===== src/rtl/prod_accum.sv =====
// ---------------------------------------------------------------------------
// prod_accum - sums LEN unsigned products per frame, valid/ready in and out.
// Rev 1.0
// ---------------------------------------------------------------------------
`default_nettype none

module prod_accum #(
  parameter int IN_W  = 16,
  parameter int ACC_W = 24,
  parameter int LEN   = 8,
  parameter bit SAT   = 1'b1
) (
  input  logic             clk,
  input  logic             rst_n,
  input  logic             clr,
  input  logic             in_valid,
  output logic             in_ready,
  input  logic [IN_W-1:0]  in_data,
  output logic             out_valid,
  input  logic             out_ready,
  output logic [ACC_W-1:0] out_data,
  output logic             out_ovf,
  output logic [7:0]       acc_cnt
);

  localparam int         c_pad  = ACC_W - IN_W + 1;
  localparam logic [7:0] c_last = 8'(LEN - 1);

  typedef enum logic [0:0] {
    ST_ACC  = 1'b0,
    ST_DONE = 1'b1
  } state_t;

  state_t             state_q, state_d;
  logic [ACC_W-1:0]   acc_q, acc_d;
  logic [7:0]         cnt_q, cnt_d;
  logic               ovf_q, ovf_d;
  logic               out_valid_q, out_valid_d;
  logic [ACC_W-1:0]   out_data_q, out_data_d;
  logic               out_ovf_q, out_ovf_d;

  logic               w_xfer;
  logic [ACC_W:0]     w_sum;
  logic [ACC_W-1:0]   w_acc_upd;
  logic               w_ovf_upd;

  assign in_ready  = (state_q == ST_ACC) && !clr;
  assign w_xfer    = in_valid && in_ready;
  assign w_sum     = {1'b0, acc_q} + {{c_pad{1'b0}}, in_data};
  // Once saturated, adding anything keeps the carry set or leaves all-ones.
  assign w_acc_upd = (w_sum[ACC_W] && SAT) ? {ACC_W{1'b1}} : w_sum[ACC_W-1:0];
  assign w_ovf_upd = ovf_q | w_sum[ACC_W];

  always_comb begin
    state_d     = state_q;
    acc_d       = acc_q;
    cnt_d       = cnt_q;
    ovf_d       = ovf_q;
    out_valid_d = out_valid_q;
    out_data_d  = out_data_q;
    out_ovf_d   = out_ovf_q;
    if (clr) begin
      state_d     = ST_ACC;
      acc_d       = '0;
      cnt_d       = '0;
      ovf_d       = 1'b0;
      out_valid_d = 1'b0;
    end else begin
      case (state_q)
        ST_ACC: begin
          if (w_xfer) begin
            if (cnt_q == c_last) begin
              out_data_d  = w_acc_upd;
              out_ovf_d   = w_ovf_upd;
              out_valid_d = 1'b1;
              state_d     = ST_DONE;
              acc_d       = '0;
              cnt_d       = '0;
              ovf_d       = 1'b0;
            end else begin
              acc_d = w_acc_upd;
              cnt_d = cnt_q + 8'd1;
              ovf_d = w_ovf_upd;
            end
          end
        end
        ST_DONE: begin
          if (out_valid_q && out_ready) begin
            out_valid_d = 1'b0;
            state_d     = ST_ACC;
          end
        end
        default: state_d = ST_ACC;
      endcase
    end
  end

  always_ff @(posedge clk or negedge rst_n) begin
    if (!rst_n) begin
      state_q     <= ST_ACC;
      acc_q       <= '0;
      cnt_q       <= '0;
      ovf_q       <= 1'b0;
      out_valid_q <= 1'b0;
      out_data_q  <= '0;
      out_ovf_q   <= 1'b0;
    end else begin
      state_q     <= state_d;
      acc_q       <= acc_d;
      cnt_q       <= cnt_d;
      ovf_q       <= ovf_d;
      out_valid_q <= out_valid_d;
      out_data_q  <= out_data_d;
      out_ovf_q   <= out_ovf_d;
    end
  end

  assign out_valid = out_valid_q;
  assign out_data  = out_data_q;
  assign out_ovf   = out_ovf_q;
  assign acc_cnt   = cnt_q;

endmodule

`default_nettype wire


===== config.mk =====
export PLATFORM = sky130hd
export DESIGN_NAME = prod_accum
export DESIGN_NICKNAME = d
export VERILOG_FILES = /design/src/rtl/prod_accum.sv
export SDC_FILE = /design/constraint.sdc
export NUM_CORES = 1
export LEC_CHECK = 0
export BUFFER_PORTS_ARGS = -buffer_cell sky130_fd_sc_hd__buf_2
export CAP_MARGIN = 20
export CORE_MARGIN = 2
export CORE_UTILIZATION = 45
export DETAILED_ROUTE_END_ITERATION = 7
export GPL_TIMING_DRIVEN = 0
export PLACE_DENSITY = 0.7
export SLEW_MARGIN = 20
export SYNTH_ARGS = -nofsm -noshare
export SYNTH_HDL_FRONTEND = slang
export SYNTH_SLANG_ARGS = --single-unit

===== constraint.sdc =====
create_clock -name clk -period 3.39 [get_ports clk]
set_input_delay 0.8475 -clock clk [delete_from_list [all_inputs] [get_ports clk]]
set_output_delay 0.8475 -clock clk [all_outputs]
set_load 0.02 [all_outputs]

==> impl_metrics.json, run 1 <==
{
  "status": "finished, final reports clean",
  "clock_latency_ns": 0.34,
  "routed_wl_um": 9290,
  "cp-start-kind": "primary input",
  "die_h_um": 94.2,
  "vias": 3189,
  "hold_viol": 0,
  "synth.avg_cell_area_sq_um": 9.15,
  "clk_pin_slew_ns": 0.07,
  "ir_drop_v": 0.000184,
  "syn_to_final_growth_pct": 15.7,
  "cts_resized": 0,
  "seqPwrFrac_pct": 42.4,
  "cp.required_ns": 3.62,
  "synth_area_leaders": "dfrtp_1 41%, o21ai_0 5.9%, ha_1 5.8%, nand2_1 5.6%, a21oi_1 5.1%",
  "crit_family": "compound AO/OA/AOI/OAI gates",
  "grt_pass1_wl_um": 15500,
  "synthCells": 400,
  "tns_ns": 0,
  "antenna_found_initial": 0,
  "max_freq_mhz": 338,
  "endpoint_kind": "flop",
  "crit_start": "in_data[0]",
  "port_buffers": 55,
  "period_share_pct": 87.1,
  "syn_area_sq_um": 3660,
  "place.gp.congestion": 0.903,
  "tightest_slew_ns": 0.772,
  "slew_headroom_pct": 48.5,
  "wl_per_cell_um": 16.2,
  "skew_ns": 0.00817,
  "maxCapViolCount": 0,
  "boundaryPins": 56,
  "rows": 32,
  "drtIter0Drc": 210,
  "worstSetupPathType": "primary input to flop",
  "nets": 505,
  "ys_ff_latch": 60,
  "yosysUniqueCellTypes": 65,
  "worstPathArrival_ns": 3.18,
  "ys.warnings.count": 0,
  "dp_hpwl_um": 6690,
  "whs_path_depth": 2,
  "path_max_fanout": 10,
  "p_clk_share_pct": 31.9,
  "p_switching_w": 0.000590,
  "synth-edff-count": 0,
  "finalCriticalPeriod_ns": 2.95,
  "yosysSeqAreaShare_pct": 41.0,
  "drive_above_1_share_pct": 21.1,
  "finalMaxSlewViolations": 0,
  "hp-start": "out_data[5]",
  "cts_tree": "done",
  "htree_levels": 3,
  "post_cts_buffers": 0,
  "cpMaxStageDelayCell": "fa_1",
  "r2r-end": "out_data[12]",
  "remaining_drc_errors": 0,
  "rrSetupSlack_ns": 0.66,
  "cts_buffers": 9,
  "r2r-start": "acc_q[0]",
  "first_pass_iters": 5,
  "clk_path_buf_depth": 2,
  "hp-class": "flop to flop",
  "initial_core_util_pct": 46.9,
  "critPathBufInv": 1,
  "slowest_delay_ns": 0.41,
  "clock_tree.root_cell": "clkbuf_8",
  "num-fill-cells": 747,
  "cts_sinks": 60,
  "rr_worst_depth": 8,
  "leakagePower_nw": 1.99,
  "synth_top_flop_cell": "dfrtp_1",
  "synthArstFlopShare_pct": 100,
  "rsz0062_at_grt": "false",
  "layout_common_cells": "60 x buf_2, 60 x dfrtp_1, 55 x nand2_1",
  "final-setup-viol-count": 0,
  "netSwitchingFraction_pct": 32.6,
  "intPower_w": 0.00122,
  "design_area_sq_um": 4230,
  "worstPathCellList": "buf_2 -> ha_1 -> fa_1 -> a21o_1 -> a221oi_4 -> o2bb2ai_4 -> o21ai_4 -> o21ai_1 -> mux2_4",
  "grt_start_max_net_pins": 61,
  "placed_area_sq_um": 4070,
  "coreArea_sq_um": 7810,
  "pwr-share-comb_pct": 25.7,
  "grt_overflow": 0,
  "powerDensity_nw_per_um2": 427,
  "yosysTopAreaCellShare_pct": 41.0,
  "dieWidth_um": 94.2,
  "ctsHoldBuffers": 0,
  "diodes": 0,
  "grt_pass1_vias": 3122,
  "synth_top_area_cell": "dfrtp_1",
  "ant_nets": 0,
  "gr-usage-all-layers_pct": 22.7,
  "drt-vias-per-instance": 5.58,
  "die_area_sq_um": 8870,
  "syn_nets": 439,
  "worstHoldEndpoint": "out_data[5]"
}
-- worst register-to-register path: stages (launching register included) --
cell       delay [ns]
dfrtp_1          0.38
ha_1             0.23
fa_1             0.41
a21o_1           0.23
a221oi_4         0.39
o2bb2ai_4        0.16
o21ai_4          0.34
o21ai_1          0.17
mux2_4           0.28
-- cells by family (layout without fill, tap and decap cells) --
logic type / after synthesis / count (layout) / synth area share, %
multiplexers: 7 / 7 / 2.22
AND/OR/NAND/NOR: 141 / 141 / 18.4
adder cells (fa/ha/maj): 18 / 18 / 6.36
flip-flops: 60 / 60 / 41.0
XOR/XNOR: 15 / 15 / 3.59
buffers and inverters: 22 / 92 / 3.45
AO/OA/AOI/OAI: 137 / 137 / 24.9
-- through the flow --
stage / total power [W] / setup slack (ns) / utilization [%] / hold WS [ns] / cells
floorplan: 0.00112 / 0.490 / - / 0.453 / 400
global placement: 0.00123 / 0.0957 / 52.0 / 0.458 / 557
detailed placement: 0.00124 / 0.0882 / 52.1 / 0.465 / 557
CTS: 0.00182 / 0.443 / 54.2 / 0.480 / 572
global route: 0.00191 / 0.317 / 54.2 / 0.510 / 572
finish: 0.00181 / 0.436 / 54.2 / 0.476 / 572
-- flip-flops by register name, summed over array words and instances (netlist names) --
register / count
out_ovf: 1
acc_q: 24
out_valid: 1
state_q: 1
ovf_q: 1
out_data: 24
acc_cnt: 8
-- cell type report --
| cell class | instances | area [sq um] | share of cell area, % |
|---|---|---|---|
| multi-input cells | 318 | 2030 | 48.0 |
| flip-flops and latches | 60 | 1500 | 35.5 |
| repair buffers | 55 | 278 | 6.56 |
| clock buffers | 13 | 159 | 3.75 |
| well taps | 102 | 128 | 3.01 |
| plain buffers | 16 | 104 | 2.45 |
| inverters | 6 | 22.5 | 0.532 |
| clock inverters | 2 | 10.0 | 0.236 |
-- power by group through the flow --
stage / Clock, W / Sequential, W / Combinational (W)
after floorplan: 0 / 0.000779 / 0.000339
after global placement: 0 / 0.000779 / 0.000449
after detailed placement: 0 / 0.000781 / 0.000457
after CTS: 0.000590 / 0.000768 / 0.000463
after global routing: 0.000620 / 0.000772 / 0.000520
final: 0.000577 / 0.000768 / 0.000466
-- cells in the mapped netlist (all sizes together) (2+ instances only) --
| library cell | instances |
|---|---|
| a21o | 7 |
| nand4 | 5 |
| a22o | 4 |
| nand2b | 5 |
| xnor2 | 10 |
| or4 | 2 |
| o2bb2ai | 3 |
| o211ai | 6 |
| mux2i | 4 |
| nor2 | 34 |
| a221oi | 2 |
| and3 | 7 |
| a21boi | 3 |
| clkbuf | 6 |
| ha | 17 |
| nand3 | 14 |
| buf | 10 |
| xor2 | 5 |
| o21ai | 51 |
| a31oi | 5 |
| nor3 | 5 |
| o31ai | 4 |
| and2 | 4 |
| a21oi | 37 |
| mux2 | 3 |
| nand2 | 56 |
| a211oi | 2 |
| nor3b | 5 |
| a311oi | 2 |
| inv | 6 |
| dfrtp | 60 |
| o21a | 4 |
-- per-layer routing --
layer	share of wire [%]	up-vias	GRT usage (%)
met3	5.9	10	4.49
met1	48	1508	31.8
met2	45	81	36.1
met4	0.99	0	5.80
met5	0	-	0
li1	-	1590	-
-- worst max path at each step --
stage	end	slack (ns)	depth (start not counted)
6_report	out_data[12]	0.44	9
2_1_floorplan	out_data[12]	0.49	8
5_1_grt	out_data[12]	0.32	9
3_3_place_gp	out_data[12]	0.1	9
4_1_cts	out_data[12]	0.44	9
3_5_place_dp	out_data[12]	0.09	9
Power figures use the tool's default switching activity.
==> inputs of run 2 (changes only) <==
Settings changed: CORE_UTILIZATION 45 to 35, PLACE_DENSITY 0.7 to 0.58.
==> impl_metrics.json, run 2 (same netlist as run 1, synthesis figures left out) <==
{
  "slew_headroom_pct": 58.2,
  "endpoint_kind": "flop",
  "netSwitchingFraction_pct": 31.3,
  "p_switching_w": 0.000609,
  "rsz0062_at_grt": "false",
  "grt_start_max_net_pins": 35,
  "nets": 506,
  "dp_hpwl_um": 7350,
  "cts_sinks": 60,
  "r2r-start": "acc_q[0]",
  "hp-class": "primary input to async pin",
  "leakagePower_nw": 2.02,
  "tightest_slew_ns": 0.627,
  "cp-start-kind": "primary input",
  "tns_ns": 0,
  "design_area_sq_um": 4340,
  "placed_area_sq_um": 4130,
  "maxCapViolCount": 0,
  "num-fill-cells": 1026,
  "gr-usage-all-layers_pct": 18.7,
  "grt_pass1_vias": 3138,
  "drive_above_1_share_pct": 21.5,
  "wl_per_cell_um": 16.3,
  "final-setup-viol-count": 0,
  "worstPathArrival_ns": 3.24,
  "port_buffers": 55,
  "cts_resized": 0,
  "ant_nets": 0,
  "diodes": 0,
  "pwr-share-comb_pct": 24.5,
  "cts_buffers": 9,
  "clock_tree.root_cell": "clkbuf_8",
  "clk_path_buf_depth": 2,
  "path_max_fanout": 10,
  "crit_start": "in_data[0]",
  "skew_ns": 0.00411,
  "seqPwrFrac_pct": 39.5,
  "ctsHoldBuffers": 0,
  "drt-vias-per-instance": 5.31,
  "remaining_drc_errors": 0,
  "die_area_sq_um": 11300,
  "ir_drop_v": 0.000215,
  "intPower_w": 0.00134,
  "clock_latency_ns": 0.35,
  "clk_pin_slew_ns": 0.07,
  "grt_overflow": 0,
  "finalCriticalPeriod_ns": 3.00,
  "powerDensity_nw_per_um2": 448,
  "boundaryPins": 56,
  "initial_core_util_pct": 35.8,
  "max_freq_mhz": 333,
  "first_pass_iters": 5,
  "place.gp.congestion": 0.943,
  "dieWidth_um": 106,
  "coreArea_sq_um": 10200,
  "p_clk_share_pct": 36.0,
  "die_h_um": 106,
  "finalMaxSlewViolations": 0,
  "grt_pass1_wl_um": 16400,
  "antenna_found_initial": 0,
  "cts_tree": "done",
  "period_share_pct": 88.5,
  "routed_wl_um": 9900,
  "htree_levels": 3,
  "cp.required_ns": 3.63,
  "syn_to_final_growth_pct": 18.5,
  "layout_common_cells": "60 x buf_2, 60 x dfrtp_1, 55 x nand2_1",
  "status": "finished, final reports clean",
  "post_cts_buffers": 0,
  "vias": 3218,
  "hold_viol": 0,
  "worstSetupPathType": "primary input to flop",
  "drtIter0Drc": 188,
  "rows": 37
}
[run 2: cell types whose count changed in the layout (fill, tap and decap cells not counted), sizes merged]
cell / before / now
buf: 65 / 66
bufinv: 0 / 1
clkinv: 2 / 0
[run 2: area by class of cell]
type,count,area [sq um],area share (%)
tap,136,170,3.92
timing repair buffer,56,298,6.87
sequential,60,1500,34.6
clock inverter,1,30.0,0.692
multi-input combinational,318,2030,46.9
clock buffer,13,179,4.13
buffer,16,104,2.39
inverter,6,22.5,0.519
[run 2: layer usage]
metal / track usage (%) / part of all wire (%) / routed length, um / vias up
li1: - / - / - / 1582
met2: 28.3 / 45 / 4420 / 95
met4: 5.45 / 1.2 / 122 / 0
met1: 26.6 / 49 / 4830 / 1529
met3: 4.17 / 5.4 / 530 / 12
met5: 0 / 0 / 0 / -
[run 2: power by group through the flow]
stage	registers (W)	logic, W	clock network, W
2_1_floorplan	0.000779	0.000339	0
3_3_place_gp	0.000779	0.000462	0
3_5_place_dp	0.000780	0.000471	0
4_1_cts	0.000767	0.000474	0.000712
5_1_grt	0.000771	0.000531	0.000747
6_report	0.000767	0.000477	0.000700
[run 2: stage by stage]
step	utilization (%)	total power [W]	hold WS, ns	setup WS (ns)	instances
2_1_floorplan	-	0.00112	0.453	0.490	400
3_3_place_gp	40.1	0.00124	0.459	0.0218	591
3_5_place_dp	40.3	0.00125	0.471	0.0411	592
4_1_cts	42.4	0.00195	0.422	0.408	606
5_1_grt	42.4	0.00205	0.432	0.214	606
6_report	42.4	0.00194	0.407	0.388	606
[run 2: worst max-delay path, cell delays in order]
cell and delay, ns:
buf_2 0.10, ha_1 0.23, fa_1 0.40, a21o_1 0.23
a221oi_4 0.41, o2bb2ai_4 0.17, o21ai_4 0.38, o21ai_1 0.17
mux2_4 0.28
[run 2: worst paths after layout]
path / to / slack [ns] / cells past startpoint
setup / recovery: out_data[12] / 0.39 / 9
hold / removal: acc_q[7] / 0.41 / 1
setup reg to reg: out_data[12] / 0.62 / 8
hold reg to reg: out_data[1] / 0.48 / 2
max in group asynchronous: ovf_q / 2.47 / 2
min in group clk: out_data[1] / 0.48 / 2
==> inputs of run 3 (changes only) <==
Settings changed: MAX_ROUTING_LAYER set to met4, SLEW_MARGIN 20 to 25.
==> impl_metrics.json, run 3 (same netlist as run 1, synthesis figures left out) <==
{
  "status": "finished, final reports clean",
  "post_cts_buffers": 0,
  "worstPathCellList": "buf_2 -> ha_1 -> fa_1 -> a21o_1 -> a221oi_4 -> o2bb2ai_4 -> o21ai_4 -> o21ai_1 -> mux2_4",
  "dieWidth_um": 106,
  "grt_start_max_net_pins": 35,
  "htree_levels": 3,
  "placedCellCount": 592,
  "crit_family": "compound AO/OA/AOI/OAI gates",
  "drt-vias-per-instance": 5.33,
  "tns_ns": 0,
  "worstSetupPathType": "primary input to flop",
  "ant_nets": 0,
  "die_area_sq_um": 11300,
  "rows": 37,
  "slew_headroom_pct": 58.2,
  "grt_pass1_vias": 3132,
  "place.gp.congestion": 0.960,
  "max_freq_mhz": 334,
  "final-setup-viol-count": 0,
  "worstPathArrival_ns": 3.23,
  "dp_hpwl_um": 7350,
  "maxCapViolCount": 0,
  "fin_cells": 606,
  "cp.required_ns": 3.62,
  "coreArea_sq_um": 10200,
  "path_max_fanout": 10,
  "skew_ns": 0.00378,
  "vias": 3228,
  "drtIter0Drc": 207,
  "finalMaxSlewViolations": 0,
  "syn_to_final_growth_pct": 18.5,
  "initial_core_util_pct": 35.8,
  "cts_sinks": 60,
  "clock_latency_ns": 0.35,
  "cpMaxStageDelayCell": "a221oi_4",
  "cp-start-kind": "primary input",
  "routed_wl_um": 9900,
  "port_buffers": 55,
  "grt_pass1_wl_um": 16400,
  "finalCriticalPeriod_ns": 2.99,
  "tightest_slew_ns": 0.627,
  "critPathBufInv": 1,
  "wl_per_cell_um": 16.3,
  "hp-class": "primary input to async pin",
  "die_h_um": 106,
  "nets": 506,
  "period_share_pct": 88.3,
  "clk_path_buf_depth": 2,
  "hold_viol": 0,
  "gr-usage-all-layers_pct": 19.2,
  "clk_pin_slew_ns": 0.07,
  "leakagePower_nw": 2.02,
  "cts_tree": "done",
  "first_pass_iters": 5,
  "grt_overflow": 0,
  "rsz0062_at_grt": "false",
  "cts_buffers": 9,
  "slowest_delay_ns": 0.41,
  "diodes": 0,
  "remaining_drc_errors": 0,
  "drive_above_1_share_pct": 21.5,
  "num-fill-cells": 1026,
  "antenna_found_initial": 0,
  "cts_resized": 0,
  "layout_common_cells": "60 x buf_2, 60 x dfrtp_1, 55 x nand2_1",
  "boundaryPins": 56,
  "endpoint_kind": "flop",
  "ctsHoldBuffers": 0,
  "clock_tree.root_cell": "clkbuf_8",
  "powerDensity_nw_per_um2": 448,
  "ir_drop_v": 0.000213
}
## run 3: cell counts in the layout (fill, tap and decap cells not counted)
No cell type changed its count.
## run 3: path summary, 6_finish.rpt
kind / from / to / slack (ns) / cells after the start
setup / recovery: in_data[0] / out_data[12] / 0.40 / 9
hold / removal: rst_n / acc_q[7] / 0.41 / 1
setup reg to reg: acc_q[0] / out_data[12] / 0.63 / 8
hold reg to reg: out_data[1] / out_data[1] / 0.48 / 2
max in group asynchronous: rst_n / acc_q[20] / 2.47 / 2
min in group clk: out_data[1] / out_data[1] / 0.48 / 2
## run 3: power by group
part | switching, W | leakage (nW) | internal [W] | total (W)
logic | 0.000300 | 1.08 | 0.000176 | 0.000476
clock network | 0.000287 | 0.108 | 0.000412 | 0.000699
registers | 0.0000207 | 0.826 | 0.000747 | 0.000767
## run 3: stage by stage
stage	area, sq um	setup slack, ns	hold WS, ns	total power (W)	utilization, %
detailed placement	4130	0.0411	0.471	0.00125	40.3
CTS	4340	0.408	0.422	0.00195	42.4
global placement	4110	0.0218	0.459	0.00124	40.1
finish	4340	0.395	0.410	0.00194	42.4
floorplan	3660	0.490	0.453	0.00112	-
global route	4340	0.212	0.434	0.00205	42.4
## run 3: layout make-up
cell class / instances / area [sq um] / share of cell area, %
plain buffers: 16 / 104 / 2.39
repair buffers: 56 / 298 / 6.87
inverters: 6 / 22.5 / 0.519
multi-input cells: 318 / 2030 / 46.9
well taps: 136 / 170 / 3.92
clock inverters: 1 / 30.0 / 0.692
clock buffers: 13 / 179 / 4.13
flip-flops and latches: 60 / 1500 / 34.6
## run 3: metal layers
metal | part of all wire, % | GRT usage [%] | wire (um) | vias to the layer above
met5 | 0 | - | 0 | -
met3 | 5.0 | 3.56 | 492 | 11
met1 | 49 | 26.6 | 4860 | 1535
li1 | - | - | - | 1583
met4 | 1.3 | 6.30 | 129 | 0
met2 | 45 | 28.3 | 4420 | 99
